==> src/rtl/vga_timing_gen.sv <==
// Pixel timing source: horizontal/vertical counters driving registered DE, HSync, VSync, X, Y.
// Define VGA_TIMING_FRAME_CTR_EN to add the o_FrameStart pulse and the 8-bit o_Frame counter.
`timescale 1ns/1ps
module vga_timing_gen #(
   parameter int unsigned CTR_W      = 10,
   parameter int unsigned H_ACTIVE   = 640,
   parameter int unsigned H_FP       = 16,
   parameter int unsigned H_SYNC     = 96,
   parameter int unsigned H_BP       = 48,
   parameter int unsigned V_ACTIVE   = 480,
   parameter int unsigned V_FP       = 10,
   parameter int unsigned V_SYNC     = 2,
   parameter int unsigned V_BP       = 33,
   parameter bit          H_SYNC_POL = 1'b0,
   parameter bit          V_SYNC_POL = 1'b0
) (
   input  logic             i_Clk,
   input  logic             i_Rst,
   input  logic             i_En,
   output logic             o_DE,
   output logic             o_HSync,
   output logic             o_VSync,
   output logic [CTR_W-1:0] o_X,
   output logic [CTR_W-1:0] o_Y
`ifdef VGA_TIMING_FRAME_CTR_EN
  ,output logic             o_FrameStart,
   output logic [7:0]       o_Frame
`endif
);

   localparam int unsigned H_TOTAL = H_ACTIVE + H_FP + H_SYNC + H_BP;
   localparam int unsigned V_TOTAL = V_ACTIVE + V_FP + V_SYNC + V_BP;
   localparam int unsigned CW      = CTR_W + 1;

   localparam logic [CTR_W-1:0] X_LAST = CTR_W'(H_TOTAL - 1);
   localparam logic [CTR_W-1:0] Y_LAST = CTR_W'(V_TOTAL - 1);

   // Compare constants carry one extra bit so a boundary equal to 2**CTR_W cannot alias to 0
   localparam logic [CTR_W:0] H_ACT_C  = CW'(H_ACTIVE);
   localparam logic [CTR_W:0] HS_BEG_C = CW'(H_ACTIVE + H_FP);
   localparam logic [CTR_W:0] HS_END_C = CW'(H_ACTIVE + H_FP + H_SYNC);
   localparam logic [CTR_W:0] V_ACT_C  = CW'(V_ACTIVE);
   localparam logic [CTR_W:0] VS_BEG_C = CW'(V_ACTIVE + V_FP);
   localparam logic [CTR_W:0] VS_END_C = CW'(V_ACTIVE + V_FP + V_SYNC);

   logic [CTR_W-1:0] x_q, x_d, y_q, y_d;
   logic [CTR_W:0]   xe, ye;
   logic             de_q, de_d, hs_q, hs_d, vs_q, vs_d;

   // Next pixel position and the outputs describing it, so all outputs line up with X/Y
   always_comb begin
      x_d = x_q;
      y_d = y_q;
      if (i_En) begin
         if (x_q == X_LAST) begin
            x_d = '0;
            y_d = (y_q == Y_LAST) ? '0 : y_q + CTR_W'(1);
         end else begin
            x_d = x_q + CTR_W'(1);
         end
      end
      xe   = {1'b0, x_d};
      ye   = {1'b0, y_d};
      de_d = (xe < H_ACT_C) && (ye < V_ACT_C);
      hs_d = ((xe >= HS_BEG_C) && (xe < HS_END_C)) ? H_SYNC_POL : ~H_SYNC_POL;
      vs_d = ((ye >= VS_BEG_C) && (ye < VS_END_C)) ? V_SYNC_POL : ~V_SYNC_POL;
   end

   // Reset parks on the last pixel of a frame so the first enabled edge lands on (0,0)
   always_ff @(posedge i_Clk or posedge i_Rst) begin
      if (i_Rst) begin
         x_q  <= X_LAST;
         y_q  <= Y_LAST;
         de_q <= 1'b0;
         hs_q <= ~H_SYNC_POL;
         vs_q <= ~V_SYNC_POL;
      end else begin
         x_q  <= x_d;
         y_q  <= y_d;
         de_q <= de_d;
         hs_q <= hs_d;
         vs_q <= vs_d;
      end
   end

   assign o_X     = x_q;
   assign o_Y     = y_q;
   assign o_DE    = de_q;
   assign o_HSync = hs_q;
   assign o_VSync = vs_q;

`ifdef VGA_TIMING_FRAME_CTR_EN
   logic       fs_q, fs_d;
   logic [7:0] frame_q, frame_d;

   // Single-cycle pulse on arrival at (0,0); the frame count steps in the same cycle
   always_comb begin
      fs_d    = i_En && (x_d == '0) && (y_d == '0);
      frame_d = fs_d ? frame_q + 8'd1 : frame_q;
   end

   always_ff @(posedge i_Clk or posedge i_Rst) begin
      if (i_Rst) begin
         fs_q    <= 1'b0;
         frame_q <= 8'd0;
      end else begin
         fs_q    <= fs_d;
         frame_q <= frame_d;
      end
   end

   assign o_FrameStart = fs_q;
   assign o_Frame      = frame_q;
`endif

endmodule

==> config.mk <==
export PLATFORM = sky130hd
export DESIGN_NAME = vga_timing_gen
export DESIGN_NICKNAME = d
export VERILOG_FILES = /design/src/rtl/vga_timing_gen.sv
export SDC_FILE = /design/constraint.sdc
export NUM_CORES = 1
export LEC_CHECK = 0
export CORE_ASPECT_RATIO = 1.2
export CORE_UTILIZATION = 45
export CTS_CLUSTER_SIZE = 25
export DETAILED_ROUTE_END_ITERATION = 10
export PLACE_DENSITY = 0.82
export SKIP_CTS_REPAIR_TIMING = 1
export SLEW_MARGIN = 20
export SYNTH_ARGS = -nofsm -noshare
export SYNTH_HDL_FRONTEND = slang
export SYNTH_SLANG_ARGS = --single-unit
==> constraint.sdc <==
create_clock -name i_Clk -period 1.85 [get_ports i_Clk]
set_clock_uncertainty 0.05 [all_clocks]
set_input_delay 0.2775 -clock i_Clk [delete_from_list [all_inputs] [get_ports i_Clk]]
set_output_delay 0.2775 -clock i_Clk [all_outputs]
set_load 0.02 [all_outputs]
==> results of run 1 <==
-- worst min path at each step --
stage,startpoint,end,slack (ns)
2_1_floorplan,i_Rst,o_DE,0.22
3_3_place_gp,o_X[2],o_X[2],0.48
3_5_place_dp,o_X[2],o_X[2],0.51
4_1_cts,i_Rst,o_Y[4],0.25
5_1_grt,i_Rst,o_Y[4],0.26
6_report,i_Rst,o_Y[4],0.25
-- sequential cells by signal, summed over array words and instances (netlist names) --
name / cells
o_DE: 1
o_VSync: 1
o_HSync: 1
o_Y: 10
o_X: 10
-- layout by cell type (no fill, tap or decap), types with 3 or more instances in the layout --
cell | synthesis | routed
sky130_fd_sc_hd__nand3_1 | 7 | 7
sky130_fd_sc_hd__nor2_1 | 7 | 6
sky130_fd_sc_hd__nor3_1 | 5 | 3
sky130_fd_sc_hd__clkbuf_4 | 0 | 3
sky130_fd_sc_hd__dfstp_2 | 12 | 12
sky130_fd_sc_hd__buf_4 | 1 | 31
sky130_fd_sc_hd__o21ai_0 | 8 | 7
sky130_fd_sc_hd__dfrtp_1 | 11 | 10
sky130_fd_sc_hd__mux2i_1 | 3 | 3
sky130_fd_sc_hd__xor2_1 | 5 | 5
sky130_fd_sc_hd__inv_1 | 4 | 4
sky130_fd_sc_hd__dlymetal6s2s_1 | 0 | 10
sky130_fd_sc_hd__clkdlybuf4s50_1 | 0 | 15
sky130_fd_sc_hd__nand4_1 | 10 | 10
sky130_fd_sc_hd__xnor2_1 | 5 | 4
sky130_fd_sc_hd__buf_6 | 0 | 3
sky130_fd_sc_hd__nand2_1 | 9 | 9
-- layout make-up --
| class | instances | area [µm²] |
|---|---|---|
| multi-input combinational | 92 | 750.7 |
| timing repair buffer | 59 | 541.8 |
| inverter | 4 | 15.01 |
| tap | 34 | 42.54 |
| fill | 205 | 790.8 |
| clock buffer | 4 | 26.28 |
| sequential | 23 | 591.8 |
-- cell families after synthesis --
| logic type | after synthesis | synth area share, % |
|---|---|---|
| buffers and inverters | 8 | 2.887 |
| AOI/OAI and AO/OA | 19 | 10.11 |
| muxes | 3 | 2.310 |
| and+or+nand+nor | 57 | 29.65 |
| DFF | 23 | 45.43 |
| adders and majority gates | 3 | 2.888 |
| xor gates and xnor gates | 10 | 6.737 |
-- per-stage QoR --
stage / setup TNS (ns) / worst slack (ns) / utilization, %
4_1_cts: -1.234 / -0.2024 / 66.67
5_1_grt: -0.6619 / -0.2275 / 71.34
3_3_place_gp: -0.5603 / -0.2327 / 65.71
3_5_place_dp: -0.9702 / -0.2617 / 65.71
6_report: -0.3356 / -0.1567 / 71.34
2_1_floorplan: -0.001466 / -0.001466 / -
-- power breakdown --
group	switching [mW]	internal, mW	total (mW)
logic	0.384	0.417	0.801
registers	0.0954	0.622	0.717
clock network	0.144	0.0840	0.228
-- critical path: cells and delay by family (launching register included) --
family | cells | cell delay (ns)
AO/OA/AOI/OAI | 1 | 0.21
XOR/XNOR | 1 | 0.16
buffers and inverters | 1 | 0.14
flip-flops | 1 | 0.55
AND/OR/NAND/NOR | 3 | 0.81
-- metal layers --
metal  track usage (%)  up-vias  share of wire (%)  wire length [µm]
met3             3.258       12                4.6               159
li1                  -      579                  -                 -
met1             26.50      605                 41              1411
met4             11.90        0                2.6                89
met2             39.66       54                 51              1761
met5                 0        -                  0                 0
==> qor.yml, run 1 <==
route:
  viasPerCell: 5.787
  drcViolationCount: 0
  drt.antenna.violating_nets: 0
  drt_first_pass_iters: 5
  dr_total_vias: 1250
  post_drt_wl_per_cell_um: 15.84
  detail_route.wirelength_mm: 3.421
  initialDrtViolationCount: 39
clock_network:
  max-clock-path-buffers: 2
  tritoncts_num_sinks: 23
  tritoncts: "done"
  cts_root_buf: "sky130_fd_sc_hd__clkbuf_4"
  clock_latency_late_sink_ns: 0.31
  clk_transition_reported_paths_ns: 0.12
  cts-buffers-inserted: 3
  cts.htree.levels: 1
worst_setup_path:
  highest_fanout_seen_on_the_critical_path: 7
  worstSetupStartpointType: "flop"
  endpoint_kind: "flop"
  crit_end: "o_DE"
  path_cells: "buf_4 -> nand4_1 -> nor4_1 -> xor2_1 -> and2_1 -> a211oi_2"
  rr_endpoint: "o_DE"
  launch_point_of_the_worst_reg_to_reg_path: "o_Y[2]"
  setup.worst_path.class: "reg -> reg"
  critical-path-slowest-cell: "sky130_fd_sc_hd__dfstp_2"
  reg2regPathDepth: 6
  worstPathRequired_ns: 2.02
  timing.critical_path.arrival_ns: 2.18
  setup.reg_to_reg.worst_slack_ns: -0.16
  critPathLaunch: "o_Y[2]"
  cpPeakStageDelay_ns: 0.55
sta:
  fin_ws_ns: -0.1567
  tightestPinTransition_ns: 0.3870
  hold-worst-slack_ns: 0.2459
  setup-violations-final: 4
  fin_crit_sh_pct: 108.5
  rsz0062_at_grt: "true"
  fin_crit_ns: 2.007
  timing.final.max_slew_violations: 0
  slew_headroom_pct: 73.96
  achievable-frequency_ghz: 0.4983
  hold_viol_final: 0
place:
  buffer_ports.inserted: 25
  placed_cells: 207
  finalWeightedCongestion: 0.8688
  detailedPlacementHpwl_mm: 2.437
  detailed_place.area_mm2: 0.001813
synthesis:
  synth.net_count: 129
  netlist.top_cell.by_area: "sky130_fd_sc_hd__dfstp_2"
  async_reset_ff_share_pct: 100.0
  synthMostInstantiatedCell: "sky130_fd_sc_hd__dfstp_2"
  synth_enable_flop_cells: 0
  ys_seq_area_share_pct: 45.43
  synth-main-ff-cell: "sky130_fd_sc_hd__dfstp_2"
  post_synth_main_area_contributors: "sky130_fd_sc_hd__dfstp_2 (24%), sky130_fd_sc_hd__dfrtp_1 (21%), sky130_fd_sc_hd__nand4_1 (4.8%), sky130_fd_sc_hd__xnor2_1 (3.4%), sky130_fd_sc_hd__xor2_1 (3.4%)"
  commonest_cells_post_synth: "sky130_fd_sc_hd__dfstp_2 (12), sky130_fd_sc_hd__dfrtp_1 (11), sky130_fd_sc_hd__nand4_1 (10)"
  synth.ff_latch_count: 23
  synth.avg_cell_area_um2: 10.57
  post_synth_inst_count: 123
  synth.distinct_cells: 40
  synthDominantCellAreaShare_pct: 24.25
  synth_area_mm2: 0.001300
  ys_warn_count: 0
finish:
  post_route_cells_drive_above_1_share_pct: 37.36
  stdcell_count: 216
  final_net_count: 189
  syn_to_final_growth_pct: 51.40
  antenna_cells: 0
  final_design_area_no_fill_mm2: 0.001968
run_status:
  failing_checks: "setup timing"
  status: "finished with violations"
global_routing:
  gr-usage-all-layers_pct: 22.48
  grt_max_degree: 24
  first_global_vias: 1147
  grt_pass1_wl_mm: 5.133
  grt_overflow_total: 0
  antenna_violations_before_repair: 0
die:
  std_cell_rows: 21
  core_region_area_mm2: 0.002759
  die_x_um: 51.07
  num_io_pins: 26
  initial_utilization_pct: 47.12
  die_h_um: 60.88
  die_footprint_mm2: 0.003109
power_and_ir_drop:
  leakage_nw: 0.9872
  power-per-cell-area_mw_per_mm2: 887.2
  vdd_drop_max_uv: 766.2
  pnr_total_power_mw: 1.746
worst_hold_path:
  holdCritPathClass: "in -> async"
flow_run:
  max_cap_viol_count: 0
(Power assumes the default switching activity.)
==> inputs of run 2 (changes only) <==
--- a/config.mk
+++ b/config.mk
@@ -15,3 +15,4 @@
 export SYNTH_ARGS = -nofsm -noshare
 export SYNTH_HDL_FRONTEND = slang
 export SYNTH_SLANG_ARGS = --single-unit
+export TNS_END_PERCENT = 1
==> run 2 against run 1 <==
The run still ends with setup timing left. Fmax up 0.23%. Clock-buffer cell count unchanged. Critical path depth rose by 1. Core utilization decreased by 1.6 points. Register-to-register slack barely moved. Die area unchanged. Global-route usage is the same. Clock power decreased by 3%. Hold slack worse by 0.00062 ns. Critical endpoint unchanged. Highest routed layer unchanged.
==> qor.yml, run 2 (synthesis gave the netlist of run 1 again) <==
clock_network:
  max-clock-path-buffers: 2  # unchanged
  cts_root_buf: "sky130_fd_sc_hd__clkbuf_4"  # unchanged
  clk_transition_reported_paths_ns: 0.12  # about the same
  cts.htree.levels: 1  # unchanged
  clock_latency_late_sink_ns: 0.31  # about the same
  tritoncts: "done"  # unchanged
  tritoncts_num_sinks: 23  # unchanged
  cts-buffers-inserted: 3  # unchanged
sta:
  timing.final.max_slew_violations: 0  # unchanged
  achievable-frequency_ghz: 0.4995  # was 0.4983 GHz
  hold_viol_final: 0  # unchanged
  setup-violations-final: 3  # was 4
  fin_crit_ns: 2.002  # was 2.007 ns
  fin_ws_ns: -0.1521  # was -0.1567 ns
  rsz0062_at_grt: "true"  # unchanged
  slew_headroom_pct: 75.76  # was 73.96%
  total_neg_setup_slack_ns: -0.3069  # was -0.3356 ns
  tightestPinTransition_ns: 0.3596  # was 0.3870 ns
  fin_crit_sh_pct: 108.2  # was 108.5%
finish:
  final_net_count: 187  # was 189
  commonest_non_fill_non_tap_cell_in_the_layout: "sky130_fd_sc_hd__buf_4"  # unchanged
  nFillCells: 208  # was 205
  stdcell_count: 214  # was 216
  antenna_cells: 0  # unchanged
  syn_to_final_growth_pct: 48.03  # was 51.40%
  final_standard_cell_utilization_of_the_core_pct: 69.75  # was 71.34%
  post_route_cells_drive_above_1_share_pct: 35.00  # was 37.36%
  layout_common_cells: "sky130_fd_sc_hd__buf_4 (31), sky130_fd_sc_hd__clkdlybuf4s50_1 (15), sky130_fd_sc_hd__dfstp_2 (12)"  # unchanged
worst_setup_path:
  highest_fanout_seen_on_the_critical_path: 5  # was 7
  timing.critical_path.arrival_ns: 2.15  # was 2.18 ns
  setup.worst_path.class: "reg -> reg"  # unchanged
  worstSetupStartpointType: "flop"  # unchanged
  setup.reg_to_reg.worst_slack_ns: -0.15  # was -0.16 ns
  endpoint_kind: "flop"  # unchanged
  reg2regPathDepth: 7  # was 6
  launch_point_of_the_worst_reg_to_reg_path: "o_X[0]"  # was o_Y[2]
  worstPathRequired_ns: 2.00  # was 2.02 ns
  rr_endpoint: "o_DE"  # unchanged
route:
  drt.antenna.violating_nets: 0  # unchanged
  drt_first_pass_iters: 4  # was 5
  detail_route.wirelength_mm: 3.230  # was 3.421 mm
  post_drt_wl_per_cell_um: 15.09  # was 15.84 µm
  drcViolationCount: 0  # unchanged
  initialDrtViolationCount: 35  # was 39
  dr_total_vias: 1261  # was 1,250
  viasPerCell: 5.893  # was 5.787
place:
  finalWeightedCongestion: 0.8688  # unchanged
  detailedPlacementHpwl_mm: 2.437  # unchanged
  placed_cells: 207  # unchanged
  buffer_ports.inserted: 25  # unchanged
die:
  num_io_pins: 26  # unchanged
  initial_utilization_pct: 47.12  # unchanged
  die_footprint_mm2: 0.003109  # unchanged
  die_h_um: 60.88  # unchanged
  core_region_area_mm2: 0.002759  # unchanged
  std_cell_rows: 21  # unchanged
  die_x_um: 51.07  # unchanged
worst_hold_path:
  holdCritPathClass: "in -> async"  # unchanged
power_and_ir_drop:
  pnr_total_power_mw: 1.727  # was 1.746 mW
  power.net_switching_uw: 611.1  # was 623.5 µW
  cellInternalPower_mw: 1.116  # was 1.123 mW
  leakage_nw: 0.9712  # was 0.9872 nW
  pwr-share-comb_pct: 45.6  # was 45.9%
  power-per-cell-area_mw_per_mm2: 897.3  # was 887.2 mW/mm²
  sw_frac_of_total_pct: 35.39  # was 35.71%
  share_of_power_burned_in_the_clock_network_pct: 12.9  # was 13.1%
  seq_power_share_pct: 41.6  # was 41.1%
  vdd_drop_max_uv: 767.6  # was 766.2 µV
global_routing:
  grt_overflow_total: 0  # unchanged
  grt_max_degree: 24  # unchanged
  first_global_vias: 1147  # unchanged
  antenna_violations_before_repair: 0  # unchanged
  gr-usage-all-layers_pct: 22.48  # unchanged
  grt_pass1_wl_mm: 5.133  # unchanged
run_status:
  failing_checks: "setup timing"  # unchanged
  status: "finished with violations"  # unchanged
flow_run:
  max_cap_viol_count: 0  # unchanged
==> run 2: changes by cell type in the layout (fill, tap and decap cells not counted) <==
cell                       change
sky130_fd_sc_hd__a211oi_1      +1
sky130_fd_sc_hd__o21ai_1       -1
sky130_fd_sc_hd__o21ai_0       +1
sky130_fd_sc_hd__buf_6         -2
sky130_fd_sc_hd__a21oi_1       +1
sky130_fd_sc_hd__a211oi_2      -1
sky130_fd_sc_hd__or3_4         -1
sky130_fd_sc_hd__or3_1         +1
sky130_fd_sc_hd__a21oi_4       -1
==> run 2: critical path: stages, from the launching register on <==
cell,delay [ns]
sky130_fd_sc_hd__dfstp_2,0.58
sky130_fd_sc_hd__ha_4,0.17
sky130_fd_sc_hd__nand3_4,0.11
sky130_fd_sc_hd__nor3_4,0.28
sky130_fd_sc_hd__buf_4,0.17
sky130_fd_sc_hd__a21oi_1,0.04
sky130_fd_sc_hd__or2_1,0.24
sky130_fd_sc_hd__a211oi_1,0.26
==> run 2: worst max path at each step <==
stage,depth (start not counted),from,endpoint,slack [ns]
6_report,7,o_X[0],o_DE,-0.15
5_1_grt,7,o_X[0],o_DE,-0.24
4_1_cts,3,o_Y[2],o_Y[2],-0.20
3_5_place_dp,7,i_En,o_VSync,-0.26
3_3_place_gp,7,i_En,o_VSync,-0.23
2_1_floorplan,6,o_Y[0],o_VSync,-0.001
==> run 2: stage by stage <==
step | hold WS, ns | cell area (µm²) | setup slack (ns)
floorplan | 0.2205 | 1328 | -0.001466
finish | 0.2453 | 1924 | -0.1521
detailed placement | 0.5066 | 1813 | -0.2617
CTS | 0.2495 | 1839 | -0.2024
global route | 0.2616 | 1924 | -0.2379
global placement | 0.4813 | 1813 | -0.2327
==> run 2: final cells by class <==
class | count | area, µm² | area share, %
multi-input combinational | 92 | 729.5 | 37.91
clock buffer | 4 | 26.28 | 1.365
timing repair buffer | 57 | 519.2 | 26.98
sequential | 23 | 591.8 | 30.75
inverter | 4 | 15.01 | 0.7802
tap | 34 | 42.54 | 2.211
==> run 2: metal layers <==
metal  wire (µm)  up-vias  GRT usage (%)
met2        1657       56          39.66
met3         171       16          3.258
met1        1297      616          26.50
li1            -      573              -
met5           0        -              0
met4         104        0          11.90
==> run 2: power by group through the flow <==
stage,Combinational (mW),Clock [mW],Sequential (mW)
finish,0.787,0.222,0.718
floorplan,0.303,0,0.824
global placement,0.732,0,0.715
global route,0.849,0.254,0.722
CTS,0.765,0.230,0.715
detailed placement,0.760,0,0.724
